## config.mk

```make
export PLATFORM = sky130hd
export DESIGN_NAME = spi_register_bank
export DESIGN_NICKNAME = d
export VERILOG_FILES = /design/src/rtl/spi_register_bank.sv
export SDC_FILE = /design/constraint.sdc
export NUM_CORES = 1
export LEC_CHECK = 0
export CAP_MARGIN = 10
export CORE_MARGIN = 8
export CORE_UTILIZATION = 50
export DETAILED_ROUTE_END_ITERATION = 16
export PLACE_DENSITY_LB_ADDON = 0.2
export SYNTH_ARGS = -nofsm -noshare
export SYNTH_HDL_FRONTEND = slang
export SYNTH_SLANG_ARGS = --single-unit
export TNS_END_PERCENT = 5
```

## constraint.sdc

```tcl
create_clock -name clock_in -period 4.2 [get_ports clock_in]
set_input_delay 0.84 -clock clock_in [delete_from_list [all_inputs] [get_ports clock_in]]
set_output_delay 0.84 -clock clock_in [all_outputs]
set_load 0.02 [all_outputs]
```

## src/rtl/spi_register_bank.sv

```systemverilog
// Register bank and receive-FIFO endpoint behind an SPI slave front end.
// Optional receive FIFO (addresses 0x02..0x04, underflow flag) enabled by SPI_REG_RXFIFO_EN.
module spi_register_bank #(
    parameter logic [7:0] CHIP_ID    = 8'hA5,
    parameter int         NUM_REGS   = 8,
    parameter int         FIFO_DEPTH = 16
) (
    input  logic                  clock_in,
    input  logic                  reset_in,
    input  logic [7:0]            address_in,
    input  logic [7:0]            wr_data_in,
    input  logic                  data_wr_en_in,
    input  logic                  data_rd_en_in,
    output logic [7:0]            rd_data_out,
    input  logic [7:0]            status_in,
    output logic [NUM_REGS*8-1:0] ctrl_regs_out,
    output logic                  wr_strobe_out,
    output logic [7:0]            wr_addr_out,
    input  logic [7:0]            fifo_data_in,
    input  logic                  fifo_valid_in,
    output logic                  fifo_ready_out
);

    localparam logic [7:0] REG_BASE = 8'h10;
    localparam logic [7:0] REG_LAST = 8'(16 + NUM_REGS - 1);

    // Bits: [0] first sync stage, [1] second stage, [2] previous value for edge detect.
    // Reset to all ones so a strobe already high at reset release gives no pulse.
    logic [2:0] wr_sync_q;
    logic       wr_pulse;

    always_ff @(posedge clock_in or posedge reset_in) begin
        if (reset_in) begin
            wr_sync_q <= 3'b111;
        end else begin
            wr_sync_q <= {wr_sync_q[1:0], data_wr_en_in};
        end
    end

    assign wr_pulse = wr_sync_q[1] & ~wr_sync_q[2];

    logic [7:0] ctrl_q [NUM_REGS];
    logic       wr_strobe_q;
    logic [7:0] wr_addr_q;
    logic       reg_hit;

    assign reg_hit = (address_in >= REG_BASE) && (address_in <= REG_LAST);

    always_ff @(posedge clock_in or posedge reset_in) begin
        if (reset_in) begin
            for (int i = 0; i < NUM_REGS; i++) begin
                ctrl_q[i] <= 8'h00;
            end
            wr_strobe_q <= 1'b0;
            wr_addr_q   <= 8'h00;
        end else begin
            wr_strobe_q <= wr_pulse & reg_hit;
            if (wr_pulse && reg_hit) begin
                wr_addr_q <= address_in;
            end
            for (int i = 0; i < NUM_REGS; i++) begin
                if (wr_pulse && (address_in == 8'(16 + i))) begin
                    ctrl_q[i] <= wr_data_in;
                end
            end
        end
    end

    for (genvar g = 0; g < NUM_REGS; g++) begin : g_ctrl_out
        assign ctrl_regs_out[8*g +: 8] = ctrl_q[g];
    end

    assign wr_strobe_out = wr_strobe_q;
    assign wr_addr_out   = wr_addr_q;

    logic [7:0] level_byte;
    logic [7:0] status_byte;
    logic [7:0] head_byte;

`ifdef SPI_REG_RXFIFO_EN
    localparam int         AW      = $clog2(FIFO_DEPTH);
    localparam logic [AW:0] PTR_ONE = (AW + 1)'(1);

    logic [2:0]  rd_sync_q;
    logic        rd_pulse;
    logic [AW:0] wr_ptr_q, wr_ptr_d;
    logic [AW:0] rd_ptr_q, rd_ptr_d;
    logic        underflow_q, underflow_d;
    logic [7:0]  mem_q [FIFO_DEPTH];
    logic [AW:0] level;
    logic [15:0] level_wide;
    logic        empty, full, push, pop;

    always_ff @(posedge clock_in or posedge reset_in) begin
        if (reset_in) begin
            rd_sync_q <= 3'b111;
        end else begin
            rd_sync_q <= {rd_sync_q[1:0], data_rd_en_in};
        end
    end

    assign rd_pulse   = rd_sync_q[1] & ~rd_sync_q[2];
    assign level      = wr_ptr_q - rd_ptr_q;
    assign level_wide = 16'(level);
    assign empty      = (wr_ptr_q == rd_ptr_q);
    assign full       = (wr_ptr_q[AW] != rd_ptr_q[AW]) &&
                        (wr_ptr_q[AW-1:0] == rd_ptr_q[AW-1:0]);
    assign push       = fifo_valid_in & ~full;
    assign pop        = rd_pulse && (address_in == 8'h04);

    // Push and pop both judge the pre-cycle state; a pop on empty only flags underflow.
    always_comb begin
        wr_ptr_d    = wr_ptr_q;
        rd_ptr_d    = rd_ptr_q;
        underflow_d = underflow_q;
        if (push) begin
            wr_ptr_d = wr_ptr_q + PTR_ONE;
        end
        if (pop && !empty) begin
            rd_ptr_d = rd_ptr_q + PTR_ONE;
        end
        if (pop && empty) begin
            underflow_d = 1'b1;
        end else if (wr_pulse && (address_in == 8'h03) && wr_data_in[2]) begin
            underflow_d = 1'b0;
        end
    end

    always_ff @(posedge clock_in or posedge reset_in) begin
        if (reset_in) begin
            wr_ptr_q    <= '0;
            rd_ptr_q    <= '0;
            underflow_q <= 1'b0;
        end else begin
            wr_ptr_q    <= wr_ptr_d;
            rd_ptr_q    <= rd_ptr_d;
            underflow_q <= underflow_d;
        end
    end

    always_ff @(posedge clock_in) begin
        if (push) begin
            mem_q[wr_ptr_q[AW-1:0]] <= fifo_data_in;
        end
    end

    assign fifo_ready_out = ~full;
    assign level_byte     = (level_wide > 16'd255) ? 8'hFF : level_wide[7:0];
    assign status_byte    = {5'b00000, underflow_q, full, empty};
    assign head_byte      = empty ? 8'h00 : mem_q[rd_ptr_q[AW-1:0]];
`else
    logic unused_fifo;

    assign unused_fifo    = &{1'b0, fifo_data_in, fifo_valid_in, data_rd_en_in};
    assign fifo_ready_out = 1'b0;
    assign level_byte     = 8'h00;
    assign status_byte    = 8'h00;
    assign head_byte      = 8'h00;
`endif

    always_comb begin
        case (address_in)
            8'h00:   rd_data_out = CHIP_ID;
            8'h01:   rd_data_out = status_in;
            8'h02:   rd_data_out = level_byte;
            8'h03:   rd_data_out = status_byte;
            8'h04:   rd_data_out = head_byte;
            default: rd_data_out = 8'h00;
        endcase
        for (int i = 0; i < NUM_REGS; i++) begin
            if (address_in == 8'(16 + i)) begin
                rd_data_out = ctrl_q[i];
            end
        end
    end

endmodule

```

Word level (Yosys, flattened, before mapping)
Cells that the tools add are included.
{ "word_totals": {"regBits": 76, "inputBits": 37, "output_inout_bits": 82, "word_cells": 45} }
{ "classes": {"n_lt_le_gt_ge": 2, "n_eq_ne": 9, "n_mux": 9, "bitwise_logic": 3, "reduce_logical": 11} }
{ "ops": {"columns": ["op", "n"], "rows": [
  ["8-bit by 5-bit equality test with 1-bit output, second input constant", 8],
  ["8-bit 2-to-1 mux", 8],
  ["8-bit case mux with 2 select lines", 1],
  ["1-bit logical AND", 10],
  ["8-bit by 1-bit equality test with 1-bit output, second input constant", 1],
  ["8-bit by 5-bit greater-or-equal comparator with 1-bit output, second input constant", 1],
  ["8-bit by 5-bit <= comparator with 1-bit output, second input constant", 1],
  ["8-bit zero test", 1],
  ["1-bit bitwise AND", 2],
  ["1-bit NOT", 1]
]} }

Depth between registers and ports, before layout
Gate-level depths: netlist of run 1.
{ "depth": {"word_depth": 10, "ltp_mapped": 7, "mapped_depth_nobuf": 5} }

Worst setup path before layout of run 1
OpenSTA, ideal clock, no wires.
{ "synth_path": {"path_type": "input to output", "start": "in address_in[7]", "end": "out rd_data_out[4]", "t_arrival_ns": 2.093, "required_ns": 3.360, "setup_slack_ns": 1.267, "stages": 6, "path_buffers": 2, "cell_sequence": "nor3_2 and3_1 buf_4 buf_2 a21oi_1 o21ai_0"} }
{ "synth_via": {"elab_chain_cells": 10, "elab_cells_between_ends": 19, "classes_between": "9 x eq/ne; 9 x mux; 1 x reduce/logical"} }
{ "synth_lines": {"columns": ["element", "line_no", "rtl"], "rows": [
  ["from (decl)", "10", "input logic [7:0] address_in,"],
  ["8-bit by 1-bit equality test with 1-bit output or 8-bit zero test (tied branches)", "162", "case (address_in)"],
  ["8-bit case mux with 2 select lines", "162", null],
  ["8-bit 2-to-1 mux (7 in a row)", "171", "if (address_in == 8'(16 + i)) begin"],
  ["8-bit 2-to-1 mux *", "171", null],
  ["to (decl)", "14", "output logic [7:0] rd_data_out,"]
]} }
Every way passes the cells marked *; elsewhere a longest branch is shown, timed or not.

Worst setup path after layout of run 1
{ "layout_path": {"start": "in address_in[0]", "end": "out rd_data_out[1]"} }
Same word-level chain as after synthesis.

==> impl.org, run 1 <==
** GRT
- Global-route usage over all layers :: around a fifth
- Summed over all layers, the global routing overflow is 0.
- Entering global routing, the biggest net connects 41 pins.
- Vias in the first global route :: 3011
- The first global-routing pass estimated approximately 16000 um of wire.
- Initial antenna violation count :: 0

** Critical path
- Worst EP arrival :: between 3 and 4 ns
- Cell chain of the critical path :: clkdlybuf4s50_1 -> buf_4 -> and2_1 -> a22oi_1 -> o22ai_1 -> a211oi_1 -> o22ai_1 -> clkdlybuf4s50_1
- Crit-path max FO :: 7
- Required time of the critical path :: approximately 3.4 ns
- Critical path's slowest cell :: clkdlybuf4s50_1
- The largest single stage delay on the critical path is 0.63 ns.
- STA classifies the critical path endpoint as a primary output.
- Startpoint class of the critical path :: primary input
- Kind of critical path :: in2out

** Clocking
- Post-CTS resize count :: 0
- Post-CTS Hold Buffers :: 0
- After clock tree synthesis, the setup repair step added 0 buffers.
- Clock H-tree levels :: 3
- TritonCTS built the clock tree.
- In this run, CTS created clock tree buffers numbering 9.
- # clock sinks :: 76
- The clock passes through at most 2 buffers.
- Clock latency on the worst-skew pair, taken at its later pin, is around 0.35 ns.
- The root buffer cell chosen for the clock tree is clkbuf_8.
- Clock-pin slew was measured on the worst setup and hold paths at 0.07 ns.

** Timing
- The worst pin sits at a relative slew slack of 43.5%.
- Final-layout setup total negative slack :: 0 ns
- For this run, the top clock speed supported by timing is about 250 MHz.
- Period Utilization, post-route :: a little over nine tenths
- Setup violations remaining at the end of the flow were counted as 0.
- The final number of max-transition violations is 0.
- For the pin with the worst max-slew slack, the measured transition is 0.846 ns.
- Fin crit period :: 3.97 ns
- Hold Violations, Final :: 0
- Clock skew on the completed layout was measured at 0.0109 ns.
- Setup repair after global routing left no endpoint under its margin.

** Run
- Max cap viols :: 0

** Route
- Total via count after detailed routing :: 2844
- After detailed routing, the number of remaining DRC violations is 0.
- The detail route stage leaves a number of antenna-violating nets equal to 0.
- Before antenna repair, the detailed router went through 4 iterations.
- Dividing the detail-routed wire length by the instance count gives a little over 20 um.
- Dividing the detail-routed via count by the number of cells gives 5.59.
- The routed design has 10400 um of wire.
- In this run, the number of DRC markers left after iteration 0 of detailed routing was 159.

** Final layout
- Proportion of layout cells with a drive suffix above 1 :: 26.6%
- Number of nets in the layout :: 442
- Final core utilization :: between 70% and 80%
- Layout area overhead :: 39.3%
- Final std cell area, no fill :: between 0.005 and 0.006 mm2
- The number of antenna diodes in the final layout is 0.

** Power
- Maximum VDD drop :: 0.178 mV
- Cell Pwr Density :: 301 mW/mm2
- In this run the static leakage power is roughly 2.3 nW.

** Placement
- Total of buffers placed on input and output ports :: between 100 and 150
- At the end of routability-driven placement, the weighted congestion stood at 0.805.
- In this run the cell area measured after placement is ~0.0048 mm2.
- After legalization and detailed placement, the total HPWL measured 7450 um.

** Worst hold path
- The tightest min-delay check is of the reg2reg type.

** Yosys
- Counting flops with a built-in enable in the synthesized netlist gives 0.
- Synthesis produced a netlist with a net count of 328.
- Synthesized area divided by synthesized cell count :: roughly 12 um2
- Counting flops and latches in the post-synthesis netlist gives 76.
- Synthesized instance count :: 291
- In the synthesized netlist the async set-or-reset flop fraction comes to 100%.
- The synthesized netlist occupies a cell area of 0.00360 mm2.
- Warnings, synthesis :: 0
- Proportion of synthesized chip area in sequential cells :: 52.9%
- Primary flip-flop cell chosen by synthesis mapping :: dfrtp_1
- Cell variety after synth :: 44

** Floorplan
- The core region is 0.00710 mm2.
- Starting utilization of the core area :: 50.7%
- The floorplan step defined a die boundary enclosing about 0.01 mm2.
- The floorplan step set the die width to a little over 100 um.
- Placement Rows :: 31
- Die Height :: 101 um
- Number of primary I/O pins :: 119

** Status
- Status :: finished clean
-- worst paths after layout --
path                                        startpoint                            end  slack (ns)  cells after the start
worst max-delay path                     address_in[0]                 rd_data_out[1]        0.23                      8
worst min-delay path            wr_sync_q[0]$_DFF_PP1_         wr_sync_q[1]$_DFF_PP1_        0.36                      0
worst max register to register  wr_sync_q[1]$_DFF_PP1_  ctrl_regs_out[62]$_DFFE_PP0P_        2.05                      3
worst min register to register  wr_sync_q[0]$_DFF_PP1_         wr_sync_q[1]$_DFF_PP1_        0.36                      0
max in group asynchronous                     reset_in  ctrl_regs_out[23]$_DFFE_PP0P_        2.54                      3
min in group asynchronous                     reset_in   ctrl_regs_out[6]$_DFFE_PP0P_        0.99                      2
-- registers in the layout, summed over array words and instances, names as in the netlist --
signal         cells
ctrl_regs_out     64
wr_addr_out        8
wr_sync_q          3
wr_strobe_out      1
-- kinds of logic (layout without fill, tap and decap cells) --
family          count (synthesis)  after routing  share of synthesized area (%)
other cells                     1              1                          0.104
buf+inv                        20            139                           2.57
simple gates                   64             64                           10.5
compound gates                 52             52                           9.76
flops                          76             76                           52.9
mux                            78             78                           24.1
-- Yosys cell counts, drive strengths merged, types with 2 or more instances --
library cell | instances | area, um2
dfrtp | 73 | 1830
mux2 | 71 | 800
nand2 | 18 | 82.6
nor2 | 13 | 63.8
buf | 11 | 58.8
o21ai | 11 | 55.1
a22oi | 8 | 60.1
a21oi | 7 | 35.0
mux2i | 7 | 70.1
and2 | 6 | 37.5
and3 | 6 | 37.5
nand3 | 6 | 35.0
nor2b | 6 | 37.5
clkbuf | 5 | 18.8
inv | 4 | 15.0
o22ai | 4 | 25.0
a31oi | 3 | 18.8
and3b | 3 | 26.3
dfstp | 3 | 78.8
a211o | 2 | 17.5
a211oi | 2 | 15.0
a221oi | 2 | 17.5
a22o | 2 | 17.5
a2bb2oi | 2 | 17.5
a32oi | 2 | 17.5
nand2b | 2 | 12.5
nor3 | 2 | 26.3
o211ai | 2 | 15.0
-- placed cells by master (no fill, tap or decap), types with 6 or more instances in the layout --
cell	Yosys	layout
dfrtp_1	73	73
and3_1	6	6
mux2_2	67	67
nor2b_1	6	6
o21ai_0	11	11
mux2i_1	7	7
buf_4	2	11
a22oi_1	8	8
clkbuf_8	0	12
nor2_1	11	11
and2_1	6	6
nand2_1	14	14
clkdlybuf4s50_1	0	107
a21oi_1	7	7
-- per-layer routing --
metal / share of wire (%) / wire [um] / GRT usage, % / vias to the layer above
li1: - / - / - / 1286
met1: 44 / 4550 / 26.9 / 1432
met2: 47 / 4890 / 33.7 / 116
met3: 8.0 / 830 / 6.98 / 10
met4: 1.2 / 129 / 5.70 / 0
met5: 0 / 0 / 0 / -
-- per-stage QoR --
| step | hold slack (ns) | total power [mW] | setup slack [ns] | instances |
|---|---|---|---|---|
| 2_1_floorplan | 0.345 | 0.881 | 1.27 | 291 |
| 6_report | 0.359 | 1.51 | 0.230 | 509 |
| 3_3_place_gp | 0.350 | 0.986 | 0.239 | 493 |
| 3_5_place_dp | 0.351 | 0.989 | 0.254 | 493 |
| 5_1_grt | 0.365 | 1.57 | 0.128 | 509 |
| 4_1_cts | 0.362 | 1.52 | 0.239 | 509 |
-- where the power goes --
part / leakage [nW] / internal, mW / switching (mW) / total [mW]
Combinational: 1.15 / 0.0959 / 0.105 / 0.201
Sequential: 1.04 / 0.756 / 0.0166 / 0.772
Clock: 0.0913 / 0.265 / 0.274 / 0.539
-- critical path, delay by kind of cell --
family / cells / cell delay, ns
AND/OR/NAND/NOR: 1 / 0.29
AO/OA/AOI/OAI: 4 / 0.53
buffers and inverters: 3 / 1.46
-- final cells by class --
class | instances | area, um2
well taps | 99 | 124
flip-flops and latches | 76 | 1910
fillers | 545 | 2080
repair buffers | 119 | 1170
clock inverters | 4 | 31.3
multi-input cells | 195 | 1600
clock buffers | 12 | 165
inverters | 4 | 15.0
(Power assumes the default switching activity.)
==> run 2, diff against run 1 <==
Settings changed: SLEW_MARGIN set to 20.
==> results of run 2 <==
Same layout as run 1: the final DEF is identical, and so are final timing and power.
==> run 3, diff against run 2 <==
Settings changed: CORE_UTILIZATION 50 to 30.
==> impl.org, run 3 (same netlist as run 1, synthesis figures left out) <==
** Status
- The run finished with clean final reports.

** Route
- Number of remaining DRC errors :: 0
- Using the TritonRoute via totals, the vias-per-cell ratio works out to about 5.
- In this run, the number of DRC markers left after iteration 0 of detailed routing was between 100 and 150.
- Summing over every cut layer, the via total after detailed routing is 2784.
- Final wirelength :: 11800 um
- Routed wirelength normalized by instance count :: 21.2 um
- Once detail routing completed, the nets flagged for antenna violations numbered 0.
- The pre-antenna-repair detailed-routing pass consisted of 4 iterations.

** GRT
- Wire length of the first global-routing pass :: 18200 um
- Entering global routing, the biggest net connects 31 pins.
- Global-route usage over all layers :: 15.2%
- The initial antenna violation count was 0.
- Vias in the first global route :: around 3000
- Global route overflow :: 0

** Worst hold path
- Hold path cells :: 0
- Path class of the lowest-slack min-delay path :: reg2reg

** Timing
- For this run, the top clock speed supported by timing is roughly 250 MHz.
- In this run the tightest slew margin relative to its limit is 56.9%.
- Setup total negative slack on the finished layout was measured at 0 ns.
- For the final database, setup skew stands at 0.00319 ns.
- Setup violations remaining at the end of the flow were counted as 0.
- Fin crit period :: 3.98 ns
- The final number of max-transition violations is 0.
- Setup ws final :: 0.216 ns
- Actual transition at the worst max-transition pin :: 0.646 ns
- Period Utilization, post-route :: 94.8%
- Hold Violations, Final :: 0
- Setup repair after global routing left no endpoint under its margin.

** Final layout
- Measured on the finished design, the core utilization comes to 43.9%.
- The register with the most flip-flops in the layout has 64 of them.
- Number of nets in the layout :: 445
- 0 antenna diodes ended up in the layout.
- Commonest non-fill, non-tap cell in the layout :: clkdlybuf4s50_1
- Compared with the post-synthesis result, the final layout area differs by 44.5%.
- The post-route netlist has 26.7% of its cells at a drive strength greater than 1.
- Commonest cells after routing, fill and taps aside :: 107 x clkdlybuf4s50_1, 73 x dfrtp_1, 67 x mux2_2

** Clocking
- Clock H-tree levels :: 3
- Post-CTS resize count :: 0
- At the later pin of the worst-skew pair, clock insertion delay measures 0.33 ns.
- Number of buffers inserted during clock tree synthesis :: 9
- The tree built by TritonCTS fans out to between 70 and 80 sinks.
- CTS placed an instance of clkbuf_16 at the clock tree root.
- Counting along the longest clock path gives a buffer depth of 2.
- In this run, post-CTS hold repair placed 0 buffers.
- Setup repair bufs after CTS :: 0
- TritonCTS built the clock tree.
- Clock slew at reported path FFs :: 0.06 ns

** Power
- Static leakage power :: 2.36 nW
- Maximum VDD drop :: 0.176 mV
- Power consumption :: 1.73 mW
- Cell Pwr Density :: about 330 mW/mm2

** Placement
- Global placement routability congestion :: around 0.77
- Detailed placement finished with a half-perimeter wire length of 8430 um.
- Total of buffers placed on input and output ports :: 107
- Post-place setup slack :: 0.224 ns

** Floorplan
- Number of primary I/O pins :: 119
- Chip width :: 126 um
- Placement Rows :: 40
- For this configuration, the core starts out at a cell density of between 30% and 40%.
- After floorplanning, the core was sized to cover 0.0119 mm2.
- The die is roughly 130 um tall.
- DIE AREA :: 0.0158 mm2

** Critical path
- Startpoint class of the critical path :: primary input
- The critical path is of the in2out type.
- Of all nets on the critical path, the largest fanout is 27.
- Required time of the critical path :: 3.36 ns
- Kind of end point of the critical path :: primary output
- STA puts the critical path data arrival time at 3.14 ns.
- The worst register-to-register path has a depth of 3.

** Run
- Across the run, the number of max-cap violations was 0.
run 3: cell count changes in the layout (fill, tap and decap cells not counted), moves of 2 or more:
cell	before	now
clkbuf_16	0	9
clkinvlp_4	3	0
clkbuf_8	12	4
buf_4	11	13
run 3: layout make-up:
| type | count | area, um2 |
|---|---|---|
| Timing Repair Buffer | 122 | 1210 |
| Multi-Input combinational cell | 195 | 1600 |
| Inverter | 4 | 15.0 |
| Clock buffer | 14 | 284 |
| Sequential cell | 76 | 1910 |
| Clock inverter | 1 | 5.00 |
| Fill cell | 1132 | 6660 |
| Tap cell | 147 | 184 |
run 3: worst paths after layout:
kind	endpoint	start	slack, ns
setup / recovery	rd_data_out[4]	address_in[1]	0.22
hold / removal	wr_sync_q[1]$_DFF_PP1_	wr_sync_q[0]$_DFF_PP1_	0.36
setup reg to reg	ctrl_regs_out[52]$_DFFE_PP0P_	wr_sync_q[1]$_DFF_PP1_	2.01
hold reg to reg	wr_sync_q[1]$_DFF_PP1_	wr_sync_q[0]$_DFF_PP1_	0.36
max in group asynchronous	ctrl_regs_out[40]$_DFFE_PP0P_	reset_in	2.46
min in group asynchronous	ctrl_regs_out[36]$_DFFE_PP0P_	reset_in	0.92
run 3: metal layers:
layer	track usage (%)	vias to the layer above	share of wire, %
li1	-	1291	-
met1	18.4	1398	44
met2	24.2	83	47
met3	5.86	12	7.2
met4	4.94	0	1.4
met5	0	-	0
run 3: stage by stage:
stage               instances  instance area (um2)  hold WS [ns]
floorplan                 291                 3600         0.345
global placement          544                 4920         0.350
detailed placement        544                 4920         0.350
CTS                       559                 5210         0.360
global route              559                 5210         0.366
finish                    559                 5210         0.361
run 3: power by group:
part / internal [mW] / switching [mW]
clock: 0.461 / 0.283
sequential: 0.757 / 0.0172
combinational: 0.0979 / 0.110
run 3: worst max-delay path: stages:
cell and delay, ns:
clkdlybuf4s50_1 0.49, buf_12 0.21, nor2_1 0.30, and3_1 0.30, a22o_1 0.17, a32oi_1 0.05, o21ai_0 0.12, clkdlybuf4s50_1 0.66
